### config.mk
export PLATFORM = sky130hd
export DESIGN_NAME = rx_frame_assembler_flat
export DESIGN_NICKNAME = d
export VERILOG_FILES = /design/src/rtl/rx_frame_assembler_if.sv /design/src/rtl/rx_frame_assembler.sv /design/src/flat_wrapper.sv
export SDC_FILE = /design/constraint.sdc
export NUM_CORES = 1
export LEC_CHECK = 0
export CAP_MARGIN = 20
export CORE_MARGIN = 8
export CORE_UTILIZATION = 40
export CTS_BUF_LIST = sky130_fd_sc_hd__clkbuf_8
export CTS_CLUSTER_DIAMETER = 200
export DETAILED_ROUTE_END_ITERATION = 8
export GPL_TIMING_DRIVEN = 0
export HOLD_SLACK_MARGIN = 0.12
export PLACE_DENSITY = 0.52
export RECOVER_POWER = 25
export SYNTH_ARGS = -nofsm -noshare
export SYNTH_HDL_FRONTEND = slang
export SYNTH_SLANG_ARGS = --single-unit
### constraint.sdc
create_clock -name clk -period 3.6 [get_ports clk]
set_input_delay 0.9 -clock clk [delete_from_list [all_inputs] [get_ports clk]]
set_output_delay 0.9 -clock clk [all_outputs]
set_load 0.03 [all_outputs]
### src/rtl/rx_frame_assembler_if.sv
`default_nettype none
// ============================================================================
//  Module      : rx_frame_assembler_if
//  Description : Bundles the receive-side byte stream and the frame readout
//                port of rx_frame_assembler.
//                master : byte source / frame consumer (drives strobes, pops)
//                slave  : the assembler itself
//  Ports       : frame_start, new_data, data_in[7:0], rd_en      (to slave)
//                frame_valid, frame_len[5:0], rd_data[7:0],
//                rd_last, err, err_cnt[7:0]                      (from slave)
//  Revision    : 1.0  initial release
// ============================================================================
interface rx_frame_assembler_if;
  logic       frame_start;
  logic       new_data;
  logic [7:0] data_in;
  logic       rd_en;
  logic       frame_valid;
  logic [5:0] frame_len;
  logic [7:0] rd_data;
  logic       rd_last;
  logic       err;
  logic [7:0] err_cnt;

  modport master (
    output frame_start, new_data, data_in, rd_en,
    input  frame_valid, frame_len, rd_data, rd_last, err, err_cnt
  );

  modport slave (
    input  frame_start, new_data, data_in, rd_en,
    output frame_valid, frame_len, rd_data, rd_last, err, err_cnt
  );
endinterface
`default_nettype wire

### src/rtl/rx_frame_assembler.sv
`default_nettype none
// ============================================================================
//  Module      : rx_frame_assembler
//  Description : Collects SPI receive bytes into a length-prefixed,
//                checksum-protected frame, holds an accepted frame and
//                presents it first-word-fall-through for byte-wise readout.
//                Frame on the wire: N, payload[0..N-1], sum(payload) mod 256.
//  Ports       : clk          system clock
//                rst          asynchronous reset, active low
//                bus (slave)  byte input strobes, readout port, error status
//  Parameters  : MAX_LEN      largest accepted payload length (1..63)
//  Revision    : 1.0  initial release
// ============================================================================
module rx_frame_assembler #(
  parameter int MAX_LEN = 32
) (
  input  logic                 clk,
  input  logic                 rst,
  rx_frame_assembler_if.slave  bus
);

  localparam int        AW        = (MAX_LEN > 1) ? $clog2(MAX_LEN) : 1;
  localparam logic [7:0] MAX_LEN_B = 8'(MAX_LEN);

  typedef enum logic [2:0] {
    ST_IDLE    = 3'd0,
    ST_LEN     = 3'd1,
    ST_PAYLOAD = 3'd2,
    ST_CSUM    = 3'd3,
    ST_READY   = 3'd4,
    ST_DROP    = 3'd5
  } state_t;

  state_t     state_q,       state_d;
  logic [5:0] len_q,         len_d;
  logic [5:0] wr_ptr_q,      wr_ptr_d;
  logic [5:0] rd_ptr_q,      rd_ptr_d;
  logic [7:0] sum_q,         sum_d;
  logic       frame_valid_q, frame_valid_d;
  logic [5:0] frame_len_q,   frame_len_d;
  logic       rd_last_q,     rd_last_d;
  logic       err_q,         err_d;
  logic [7:0] err_cnt_q,     err_cnt_d;

  logic       w_wr_en;
  logic       w_len_ok;

  // Payload storage; contents are don't-care until written, so no reset.
  logic [7:0] buffer_mem [MAX_LEN];

  assign w_len_ok = (bus.data_in != 8'd0) && (bus.data_in <= MAX_LEN_B);

  always_comb begin
    state_d       = state_q;
    len_d         = len_q;
    wr_ptr_d      = wr_ptr_q;
    rd_ptr_d      = rd_ptr_q;
    sum_d         = sum_q;
    frame_valid_d = frame_valid_q;
    frame_len_d   = frame_len_q;
    rd_last_d     = rd_last_q;
    err_d         = 1'b0;
    w_wr_en       = 1'b0;

    case (state_q)
      ST_IDLE: begin
        if (bus.frame_start) begin
          state_d  = ST_LEN;
          wr_ptr_d = 6'd0;
          sum_d    = 8'd0;
        end
      end

      ST_LEN, ST_PAYLOAD, ST_CSUM: begin
        // A new burst while a frame is in flight aborts it; any byte that
        // arrives in the same cycle belongs to neither frame and is dropped.
        if (bus.frame_start) begin
          err_d    = 1'b1;
          state_d  = ST_LEN;
          len_d    = 6'd0;
          wr_ptr_d = 6'd0;
          sum_d    = 8'd0;
        end else if (bus.new_data) begin
          if (state_q == ST_LEN) begin
            if (w_len_ok) begin
              len_d    = bus.data_in[5:0];
              wr_ptr_d = 6'd0;
              sum_d    = 8'd0;
              state_d  = ST_PAYLOAD;
            end else begin
              err_d   = 1'b1;
              state_d = ST_DROP;
            end
          end else if (state_q == ST_PAYLOAD) begin
            w_wr_en  = 1'b1;
            wr_ptr_d = wr_ptr_q + 6'd1;
            sum_d    = sum_q + bus.data_in;
            if (wr_ptr_q == len_q - 6'd1) begin
              state_d = ST_CSUM;
            end
          end else begin
            if (bus.data_in == sum_q) begin
              state_d       = ST_READY;
              frame_valid_d = 1'b1;
              frame_len_d   = len_q;
              rd_ptr_d      = 6'd0;
              rd_last_d     = (len_q == 6'd1);
            end else begin
              err_d   = 1'b1;
              state_d = ST_DROP;
            end
          end
        end
      end

      ST_READY: begin
        // The held frame is never overwritten: bytes arriving now are lost
        // and flagged, and a new burst start is simply not seen.
        if (bus.new_data) begin
          err_d = 1'b1;
        end
        if (bus.rd_en) begin
          if (rd_last_q) begin
            state_d       = ST_IDLE;
            frame_valid_d = 1'b0;
            frame_len_d   = 6'd0;
            rd_ptr_d      = 6'd0;
            rd_last_d     = 1'b0;
          end else begin
            rd_ptr_d  = rd_ptr_q + 6'd1;
            rd_last_d = ((rd_ptr_q + 6'd1) == (len_q - 6'd1));
          end
        end
      end

      ST_DROP: begin
        if (bus.frame_start) begin
          state_d  = ST_LEN;
          len_d    = 6'd0;
          wr_ptr_d = 6'd0;
          sum_d    = 8'd0;
        end
      end

      default: begin
        state_d = ST_IDLE;
      end
    endcase

    err_cnt_d = err_cnt_q;
    if (err_d && (err_cnt_q != 8'hFF)) begin
      err_cnt_d = err_cnt_q + 8'd1;
    end
  end

  always_ff @(posedge clk or negedge rst) begin
    if (!rst) begin
      state_q       <= ST_IDLE;
      len_q         <= 6'd0;
      wr_ptr_q      <= 6'd0;
      rd_ptr_q      <= 6'd0;
      sum_q         <= 8'd0;
      frame_valid_q <= 1'b0;
      frame_len_q   <= 6'd0;
      rd_last_q     <= 1'b0;
      err_q         <= 1'b0;
      err_cnt_q     <= 8'd0;
    end else begin
      state_q       <= state_d;
      len_q         <= len_d;
      wr_ptr_q      <= wr_ptr_d;
      rd_ptr_q      <= rd_ptr_d;
      sum_q         <= sum_d;
      frame_valid_q <= frame_valid_d;
      frame_len_q   <= frame_len_d;
      rd_last_q     <= rd_last_d;
      err_q         <= err_d;
      err_cnt_q     <= err_cnt_d;
    end
  end

  always_ff @(posedge clk) begin
    if (w_wr_en) begin
      buffer_mem[wr_ptr_q[AW-1:0]] <= bus.data_in;
    end
  end

  assign bus.frame_valid = frame_valid_q;
  assign bus.frame_len   = frame_len_q;
  assign bus.rd_last     = rd_last_q;
  assign bus.err         = err_q;
  assign bus.err_cnt     = err_cnt_q;
  // Readout is gated by state so the port reads zero outside a held frame
  // (including immediately on reset, since state_q clears asynchronously).
  assign bus.rd_data     = (state_q == ST_READY) ? buffer_mem[rd_ptr_q[AW-1:0]] : 8'd0;

endmodule
`default_nettype wire

### src/flat_wrapper.sv
// flat-port wrapper written by rule: the top's interface ports become plain ports
module rx_frame_assembler_flat 
#(
  parameter int MAX_LEN = 32
)
  (clk, rst, bus_frame_start, bus_new_data, bus_data_in, bus_rd_en, bus_frame_valid, bus_frame_len, bus_rd_data, bus_rd_last, bus_err, bus_err_cnt);
  rx_frame_assembler_if bus_i ();
  input  logic clk;
  input  logic rst;
  input wire logic [$bits(bus_i.frame_start)-1:0] bus_frame_start;
  input wire logic [$bits(bus_i.new_data)-1:0] bus_new_data;
  input wire logic [$bits(bus_i.data_in)-1:0] bus_data_in;
  input wire logic [$bits(bus_i.rd_en)-1:0] bus_rd_en;
  output wire logic [$bits(bus_i.frame_valid)-1:0] bus_frame_valid;
  output wire logic [$bits(bus_i.frame_len)-1:0] bus_frame_len;
  output wire logic [$bits(bus_i.rd_data)-1:0] bus_rd_data;
  output wire logic [$bits(bus_i.rd_last)-1:0] bus_rd_last;
  output wire logic [$bits(bus_i.err)-1:0] bus_err;
  output wire logic [$bits(bus_i.err_cnt)-1:0] bus_err_cnt;
  assign bus_i.frame_start = bus_frame_start;
  assign bus_i.new_data = bus_new_data;
  assign bus_i.data_in = bus_data_in;
  assign bus_i.rd_en = bus_rd_en;
  assign bus_frame_valid = bus_i.frame_valid;
  assign bus_frame_len = bus_i.frame_len;
  assign bus_rd_data = bus_i.rd_data;
  assign bus_rd_last = bus_i.rd_last;
  assign bus_err = bus_i.err;
  assign bus_err_cnt = bus_i.err_cnt;
  rx_frame_assembler #(.MAX_LEN(MAX_LEN)) u_core (.clk(clk), .rst(rst), .bus(bus_i));
endmodule
==> key figures <==
Synthesis
  • Distinct cells, synth: 70
  • Sequential-to-total area share from yosys stat: 67.9%
  • Post-synthesis mux area share: 10.7%
  • Top post-synthesis cells by area: edfxtp_1, dfrtp_1, mux4_2
  • Leading area contributor after synthesis: edfxtp_1
  • Syn Inst Count: 840
  • Yosys warns: 0
  • Net count after synthesis: 869
  • Post-synthesis adder-cell area fraction: roughly 1.6%
  • Synth async-reset ratio: between 10% and 20%
  • Mapped Area: 13000 µm²
  • Area share of the largest cell type after synthesis: between 50% and 60%
  • Yosys reg bits: 302
  • Number of enable flip-flop cells after synthesis: ~260
  • Simple-gate portion of the synthesized area: 6.87%
  • Syn_area_per_cell: 15.5 µm²
  • XOR/XNOR share of the synthesized area: 2.09%
  • Main combinational cell family by area after synthesis: multiplexers
  • Synth Area in Compound Gates: between 8 and 9%
  • Main synth FF type: edfxtp_1

Critical path
  • CP endpoint: bus_rd_data[6]
  • Worst EP required: 2.70 ns
  • CP Launch Point: u_core.rd_ptr_q[1]$_DFFE_PN0P_
  • Worst R2R Setup Slack: 0.55 ns
  • Critical Setup Path Class: reg -> out
  • Worst setup EP type: output port
  • CP Max Fanout: 10
  • Reg2reg start: u_core.state_q[2]$_DFFE_PN0P_
  • CP Data Arrival Time: 2.63 ns
  • R2R cell count: 6
  • Terminus of the critical flop-to-flop path: u_core.buffer_mem[17][4]$_DFFE_PP_
  • Crit start category: flip-flop

Global routing
  • Initial antenna violation count: 0
  • Vias in the first global route: 7822
  • First-pass GRT wire length: 47200 µm
  • Grt total ovfl: 0
  • Largest net degree at the start of global routing: approximately 40
  • Tot GR Track Use: between 10% and 20%

Detailed routing
  • Routed wire length: 30800 µm
  • Mean number of vias per cell: between 5 and 6
  • Drt wl/cell: 21.7 µm
  • DR iter-0 viols: roughly 480
  • Drc violations: 0
  • Vias: 7568
  • Routed Antenna Nets: 0
  • Pre-antenna DRT Iters: 5

Floorplan
  • Starting density of the core: 40.3%
  • Die Y: ~200 µm
  • Ports: 38
  • Std-Cell Core Area: 32300 µm²
  • Die area: 38600 µm²
  • Row count: between 60 and 70
  • Die width: around 200 µm

Clock tree
  • H-tree depth: 2
  • Clock Path Buffers: 3
  • Num CTS Buffers: 50
  • CTS tree: yes
  • Clock tree sinks: roughly 300
  • Clock transition at the registers of the reported paths: 0.06 ns
  • Root Driver: clkbuf_8
  • Hold buffer count at CTS: 0
  • Skew-Pair Late Insertion Delay: 0.56 ns

Placed design
  • IO Port Bufs: 36
  • Pre-CTS WS: -0.514 ns
  • DP Wirelength: 20300 µm
  • Post-Place Cell Area: around 14000 µm²
  • Placer Congestion: ~0.81

STA
  • # setup viols final: 0
  • Worst Skew: roughly 0.018 ns
  • Tightest Pin Transition: 1.44 ns
  • Setup ws final: ~0.073 ns
  • Final worst path period share: 98.0%
  • Fin crit period: 3.53 ns
  • Fmax: 0.284 GHz
  • Fin. max-slew vios: 0
  • Slew HR: 4.31%
  • Worst hold slack: approximately 0.49 ns
  • Fin. Hold Viols: 0

Power
  • Leak: 5.19 nW
  • Pwr Density: 688 nW/µm²
  • Peak VDD IR: 0.000475 V
  • Tot Pwr: 10.5 mW

Hold path
  • HP Class: reg -> reg
  • Hold Crit Start: u_core.sum_q[4]$_DFFE_PN0P_

Cells and area
  • Nets: 963
  • Layout cells sized above 1: 20.9%
  • Synth-to-Final Area Change: 16.8%
  • # diodes: 0
  • Final non-filler cell area: between 15000 and 20000 µm²

Flow run
  • Max-Cap Viols: 0

Run status
  • Outcome: finished, final reports clean
[area by class of cell]
cell class | instances | area, µm²
plain buffers | 40 | 309
clock buffers | 53 | 729
clock inverters | 40 | 209
fillers | 2856 | 17100
inverters | 9 | 33.8
multi-input cells | 487 | 4120
flip-flops and latches | 302 | 8840
well taps | 442 | 553
repair buffers | 44 | 417
[sequential cells by signal, indices dropped and copies added, names as in the netlist, 3 cells and up]
| signal | flops |
|---|---|
| u_core.buffer_mem | 256 |
| u_core.bus.err_cnt | 8 |
| u_core.sum_q | 8 |
| u_core.bus.frame_len | 6 |
| u_core.len_q | 6 |
| u_core.rd_ptr_q | 6 |
| u_core.wr_ptr_q | 6 |
| u_core.state_q | 3 |
[cells by family after synthesis]
| family | after synthesis |
|---|---|
| AOI/OAI and AO/OA | 169 |
| xor gates and xnor gates | 31 |
| adders and majority gates | 16 |
| buffers and inverters | 51 |
| DFF | 302 |
| muxes | 97 |
| and+or+nand+nor | 174 |
[worst max-delay path, cell delays in order (launching register included)]
cell     delay (ns)
dfrtp_1        0.35
buf_4          0.20
buf_1          0.52
mux4_2         0.38
o22ai_1        0.08
o31ai_1        0.32
buf_4          0.23
[synthesized netlist by cell type, types with 9 or more instances]
cell	n
a21boi_0	9
a21oi_1	29
a22o_1	11
buf_2	10
buf_4	9
clkbuf_1	18
dfrtp_1	46
edfxtp_1	256
ha_1	15
mux2_2	17
mux2i_1	48
mux4_2	32
nand2_1	50
nand3_1	11
nand4_1	10
nor2_1	51
o21ai_0	38
o221ai_1	16
o22ai_1	16
o31ai_1	14
xnor2_1	23
[report_power, final]
group	total (mW)	switching, mW	leakage (nW)	internal (mW)
logic	3.52	2.00	1.74	1.52
clock network	2.82	1.32	0.556	1.50
registers	4.13	0.182	2.90	3.94
total	10.5	3.50	5.19	6.96
[layout by cell type, fill, tap and decap left out, types with 15 or more instances in the layout]
cell type,synthesis,layout
inv_1,8,28
o22ai_1,16,16
ha_1,15,15
edfxtp_1,256,256
clkdlybuf4s50_1,0,21
mux4_2,32,32
nor2_1,51,51
a21oi_1,29,27
o21ai_1,3,15
nand2_1,50,49
clkbuf_8,0,56
mux2_2,17,17
dfrtp_1,46,44
o21ai_0,38,26
xnor2_1,23,23
mux2i_1,48,48
[metal layers]
layer	vias up	global-route usage, %	routed length [µm]
li1	3512	-	-
met1	3843	22.4	14700
met2	165	25.1	14100
met3	48	2.95	1320
met4	0	4.55	708
met5	-	0	0
[per-stage QoR]
step | cells | TNS, ns | utilization [%]
CTS | 1415 | -0.00908 | 47.1
detailed placement | 1322 | -26.78 | 43.3
global placement | 1318 | -58.65 | 43.2
global route | 1417 | -0.000141 | 47.1
finish | 1417 | 0 | 47.1
floorplan | 840 | 0 | -
[what timing repair did]
item	in CTS	in global routing
endpoints found under the setup margin	8	9
pin swaps	0	3
gates resized for setup	127	14
buffers inserted	2	2
cloned	0	0
[worst min path at each step]
stage                     depth (start not counted)                                   to  slack (ns)
after detailed placement                          2  u_core.bus.frame_len[5]$_DFFE_PN0P_        0.47
after global placement                            2          u_core.sum_q[2]$_DFFE_PN0P_        0.47
after CTS                                         1  u_core.bus.frame_len[4]$_DFFE_PN0P_        0.34
final                                             2          u_core.sum_q[4]$_DFFE_PN0P_        0.49
after global routing                              2  u_core.bus.frame_len[1]$_DFFE_PN0P_        0.52
after floorplan                                   2          u_core.sum_q[2]$_DFFE_PN0P_        0.45
Note: power is estimated with default switching activity, not from simulation.
